===== src/rtl/gpr_write_arbiter.sv =====
// gpr_write_arbiter: shares the single GPR write port between the main
// pipeline write-back (requester 0) and a secondary completer (requester 1).
// Requester 0 has priority; requester 1 is force-granted after losing
// STARVE_LIMIT consecutive cycles. The winning write is registered for one
// cycle and also exposed to two read-address bypass queries.
module gpr_write_arbiter #(
    parameter int STARVE_LIMIT = 4,
    parameter int CNT_W        = 4
) (
    input  logic        clk,
    input  logic        reset,
    input  logic        req0_valid,
    output logic        req0_ready,
    input  logic [4:0]  req0_addr,
    input  logic [31:0] req0_data,
    input  logic [31:0] req0_pc,
    input  logic        req1_valid,
    output logic        req1_ready,
    input  logic [4:0]  req1_addr,
    input  logic [31:0] req1_data,
    input  logic [31:0] req1_pc,
    output logic        gpr_we,
    output logic [4:0]  gpr_rw,
    output logic [31:0] gpr_wd,
    output logic [31:0] gpr_pc,
    input  logic [4:0]  rs_addr,
    input  logic [4:0]  rt_addr,
    output logic        rs_hit,
    output logic        rt_hit,
    output logic [31:0] rs_data,
    output logic [31:0] rt_data,
    output logic        grant_last
);

    localparam logic [CNT_W-1:0] LIMIT_C = CNT_W'(STARVE_LIMIT);

    logic             gnt0_s;
    logic             gnt1_s;
    logic [CNT_W-1:0] cnt_nxt_s;
    logic [CNT_W-1:0] starve_cnt_r;
    logic             gpr_we_r;
    logic [4:0]       gpr_rw_r;
    logic [31:0]      gpr_wd_r;
    logic [31:0]      gpr_pc_r;
    logic             grant_last_r;

    // Grant selection: requester 0 wins ties unless requester 1 has starved.
    always_comb begin
        gnt0_s = 1'b0;
        gnt1_s = 1'b0;
        if (req0_valid && req1_valid) begin
            if (starve_cnt_r == LIMIT_C) begin
                gnt1_s = 1'b1;
            end else begin
                gnt0_s = 1'b1;
            end
        end else if (req0_valid) begin
            gnt0_s = 1'b1;
        end else if (req1_valid) begin
            gnt1_s = 1'b1;
        end else begin
            gnt0_s = 1'b0;
            gnt1_s = 1'b0;
        end
    end

    // Readies are suppressed while reset is held so no handshake completes.
    assign req0_ready = gnt0_s & reset;
    assign req1_ready = gnt1_s & reset;

    // Starvation counter next value: counts consecutive losses by requester 1.
    always_comb begin
        cnt_nxt_s = starve_cnt_r;
        if (!req1_valid || gnt1_s) begin
            cnt_nxt_s = {CNT_W{1'b0}};
        end else if (starve_cnt_r >= LIMIT_C) begin
            cnt_nxt_s = LIMIT_C;
        end else begin
            cnt_nxt_s = starve_cnt_r + {{(CNT_W-1){1'b0}}, 1'b1};
        end
    end

    // Starvation counter register.
    always_ff @(posedge clk or negedge reset) begin
        if (!reset) begin
            starve_cnt_r <= {CNT_W{1'b0}};
        end else begin
            starve_cnt_r <= cnt_nxt_s;
        end
    end

    // Output stage: capture the winning write; writes to $0 never enable.
    always_ff @(posedge clk or negedge reset) begin
        if (!reset) begin
            gpr_we_r     <= 1'b0;
            gpr_rw_r     <= 5'd0;
            gpr_wd_r     <= 32'd0;
            gpr_pc_r     <= 32'd0;
            grant_last_r <= 1'b0;
        end else if (gnt1_s) begin
            gpr_we_r     <= (req1_addr != 5'd0);
            gpr_rw_r     <= req1_addr;
            gpr_wd_r     <= req1_data;
            gpr_pc_r     <= req1_pc;
            grant_last_r <= 1'b1;
        end else if (gnt0_s) begin
            gpr_we_r     <= (req0_addr != 5'd0);
            gpr_rw_r     <= req0_addr;
            gpr_wd_r     <= req0_data;
            gpr_pc_r     <= req0_pc;
            grant_last_r <= 1'b0;
        end else begin
            gpr_we_r     <= 1'b0;
        end
    end

    assign gpr_we     = gpr_we_r;
    assign gpr_rw     = gpr_rw_r;
    assign gpr_wd     = gpr_wd_r;
    assign gpr_pc     = gpr_pc_r;
    assign grant_last = grant_last_r;

    // Bypass of the in-flight write; $0 never hits.
    always_comb begin
        rs_hit  = gpr_we_r && (gpr_rw_r == rs_addr) && (rs_addr != 5'd0);
        rt_hit  = gpr_we_r && (gpr_rw_r == rt_addr) && (rt_addr != 5'd0);
        rs_data = rs_hit ? gpr_wd_r : 32'd0;
        rt_data = rt_hit ? gpr_wd_r : 32'd0;
    end

endmodule


===== config.mk =====
export PLATFORM = sky130hd
export DESIGN_NAME = gpr_write_arbiter
export DESIGN_NICKNAME = d
export VERILOG_FILES = /design/src/rtl/gpr_write_arbiter.sv
export SDC_FILE = /design/constraint.sdc
export NUM_CORES = 1
export LEC_CHECK = 0
export ABC_AREA = 1
export CAP_MARGIN = 10
export CORE_MARGIN = 2
export CORE_UTILIZATION = 37
export CTS_CLUSTER_DIAMETER = 100
export DETAILED_ROUTE_END_ITERATION = 10
export GPL_ROUTABILITY_DRIVEN = 1
export PLACE_DENSITY = 0.94
export SETUP_SLACK_MARGIN = 0.4
export SYNTH_ARGS = -nofsm -noshare
export SYNTH_HDL_FRONTEND = slang
export SYNTH_SLANG_ARGS = --single-unit

===== constraint.sdc =====
create_clock -name clk -period 1.76 [get_ports clk]
set_input_delay 0.176 -clock clk [delete_from_list [all_inputs] [get_ports clk]]
set_output_delay 0.176 -clock clk [all_outputs]
set_load 0.02 [all_outputs]

==> results.json <==
{
  "status": "finished, violations left",
  "failed_checks": "hold timing, setup timing",
  "grt_pass1_vias": 6799,
  "critPathMaxFanout": 6,
  "coreArea_um2": 11500,
  "maxSlewHeadroom_pct": 58.5,
  "rr_endpoint": "gpr_pc[5]",
  "antenna_found_initial": 0,
  "routedWlPerCell_um": 28.3,
  "min_path_type": "primary input to async pin",
  "cp_data_arrival_time_ns": 1.90,
  "ios": 291,
  "cts_tree": "built",
  "placed_area_um2": 8030,
  "fin_crit_ns": 2.07,
  "r2r_start": "starve_cnt_r[1]",
  "final_common_cell": "clkdlybuf4s50_1",
  "antenna_cells": 0,
  "hold_violations": 30,
  "die_y_um": 113,
  "cts_htree_levels": 3,
  "cp_top_family": "buffers and inverters",
  "wl_met1_mm": 9.42,
  "worst_hold_slack_ns": -0.0773,
  "ys_ff_latch": 75,
  "wl_mm": 30.4,
  "vias": 6488,
  "muxShareOfSynthArea_pct": 0,
  "cts_buffers": 9,
  "finalSetupViolations": 66,
  "track_usage_pct": 41.6,
  "fin_area_um2": 10800,
  "slew_viol_final": 0,
  "grt-ovfl-total": 0,
  "top_layer": "met4",
  "drt_iter0_drc": 543,
  "yosysTopAreaCell": "dfrtp_1",
  "port_buffers": 290,
  "setup_ws_ns": -0.314,
  "finalSetupTns_ns": -13.47,
  "fin_cells": 1076,
  "slowest_delay_ns": 0.44,
  "rsz0062_at_grt": "yes",
  "worst_pin_slew_ns": 0.623,
  "synth.area.top_cells": "dfrtp_1 43%, nand2_1 21%, nor3_2 13%",
  "syn_nets": 729,
  "hpwl_mm": 12.7,
  "slowest_stage": "dfrtp_2",
  "die_w_um": 113,
  "fin_skew_ns": 0.00873,
  "yosysWarnings": 0,
  "post-route-drc-count": 0,
  "fin_nets": 1082,
  "detailedRoute.firstPassIterationCount": 7,
  "syn_to_final_growth_pct": 146,
  "start_kind": "register",
  "cts.reportedPaths.clkPinSlew_ns": 0.07,
  "yosys.area_share.xor_xnor_pct": 0,
  "dp_cells": 1006,
  "worst-path-buf-inv": 5,
  "synth_top_family_by_area": "simple AND/OR/NAND/NOR gates",
  "vias_per_cell": 6.03,
  "final_layout_size_suffix_gt1_share_pct": 47.7,
  "reg2reg_depth": 11,
  "yosysSeqAreaShare_pct": 42.9,
  "ant_nets": 0,
  "clock_latency_ns": 0.33,
  "power_uw": 7250,
  "leakage_uw": 0.00557,
  "crit_chain": "inv_2 -> or2_1 -> nand2_1 -> inv_2 -> nand2_8 -> buf_12 -> buf_16 -> nor3_4 -> buf_6",
  "r2r_slack_ns": 0.06,
  "synthAdderAreaFrac_pct": 0.571,
  "utilization_pct": 94.1,
  "crit_top_cell": "inv_2",
  "synth_top_cell_area_share_pct": 42.9,
  "cts_num_sinks": 75,
  "grt_pass1_wl_mm": 39.7,
  "synthSimpleGateAreaFrac_pct": 46.3,
  "fmax_mhz": 482,
  "grt_start_max_net_pins": 71,
  "synth-compound-area-share_pct": 0.343,
  "clockBufferDepth": 2,
  "finalWeightedCongestion": 0.882,
  "dieArea_um2": 12700,
  "met3WireLength_mm": 2.90,
  "crit_path_end_kind": "primary output",
  "ys_types": 20,
  "crit_type": "register to primary output",
  "syn_avg_cell_area_um2": 7.62,
  "cp.required_ns": 1.58,
  "syn_area_um2": 4380,
  "drv_cap": 0,
  "syn_inst": 575,
  "wl_met2_mm": 14.9,
  "root_buffer": "clkbuf_16",
  "min_period_over_period_pct": 118,
  "layout_common_cells": "150 x clkdlybuf4s50_1, 143 x nand2_1, 85 x nand2_4",
  "initial_core_util_pct": 38.2,
  "ir_worst_vdd_mv": 0.525,
  "power.density_nw_per_um2": 672,
  "rows": 39
}
-- cells by family after synthesis --
family	Yosys count
flip-flops	75
AND/OR/NAND/NOR	408
other	1
adder cells (fa/ha/maj)	2
buffers and inverters	86
AO/OA/AOI/OAI	3
-- worst max path at each step --
stage                           from          end  slack [ns]  depth (start not counted)
after floorplan            gpr_rw[0]  rs_data[10]        0.34                          7
after global placement    rs_addr[3]  rs_data[29]       -0.48                          9
after detailed placement  rs_addr[3]   rs_data[0]       -0.52                          9
after CTS                  gpr_rw[2]  rs_data[24]       -0.17                          9
after global routing       gpr_rw[0]  rs_data[21]       -0.37                          9
final                      gpr_rw[0]  rs_data[21]       -0.31                          9
-- flip-flops by register name, indices dropped and copies added, names as in the netlist --
register / flops
gpr_pc: 32
gpr_rw: 5
gpr_wd: 32
gpr_we: 1
grant_last: 1
starve_cnt_r: 4
-- metal layers --
metal / vias to the layer above / track usage, %
met2: 599 / 73.9
met4: 0 / 29.8
met5: - / 0
met1: 3094 / 42.2
met3: 257 / 10.7
li1: 2538 / -
-- synthesized netlist by cell type --
| cell type | instances |
|---|---|
| buf_2 | 12 |
| ha_1 | 2 |
| a21oi_1 | 1 |
| nand2_4 | 1 |
| dfrtp_1 | 75 |
| buf_4 | 3 |
| nor3_2 | 58 |
| nor2_1 | 13 |
| conb_1 | 1 |
| buf_6 | 11 |
| inv_2 | 6 |
| inv_1 | 47 |
| nand2_1 | 247 |
| clkbuf_1 | 7 |
| nor2_2 | 5 |
| or2_1 | 2 |
| nand2_2 | 4 |
| nand3_1 | 70 |
| nor3_1 | 8 |
| o21ai_0 | 2 |
-- cell type report --
cell class | count | area, um2
fill | 335 | 674
clock buffer | 11 | 243
timing repair buffer | 374 | 4530
inverter | 53 | 214
sequential | 75 | 1880
multi-input combinational | 415 | 3710
tap | 143 | 179
clock inverter | 5 | 30.0
-- through the flow --
| step | hold slack (ns) | setup WS (ns) |
|---|---|---|
| 2_1_floorplan | -0.120 | 0.337 |
| 3_3_place_gp | 0.284 | -0.475 |
| 3_5_place_dp | 0.272 | -0.516 |
| 4_1_cts | -0.0703 | -0.168 |
| 5_1_grt | -0.0503 | -0.365 |
| 6_report | -0.0773 | -0.314 |
-- report_power, final --
group | internal [uW] | switching, uW
logic | 1500 | 1870
clock network | 990 | 790
registers | 1910 | 187
total | 4400 | 2850
-- timing repair --
| action | 4_1_cts | 5_1_grt |
|---|---|---|
| setup buffers | 20 | 6 |
| resized for setup | 765 | 84 |
| setup endpoints to repair | 209 | 165 |
| pin swaps | 120 | 58 |
| cloned | 26 | 2 |
| endpoints found under the hold margin | 30 | 30 |
(Power assumes the default switching activity.)
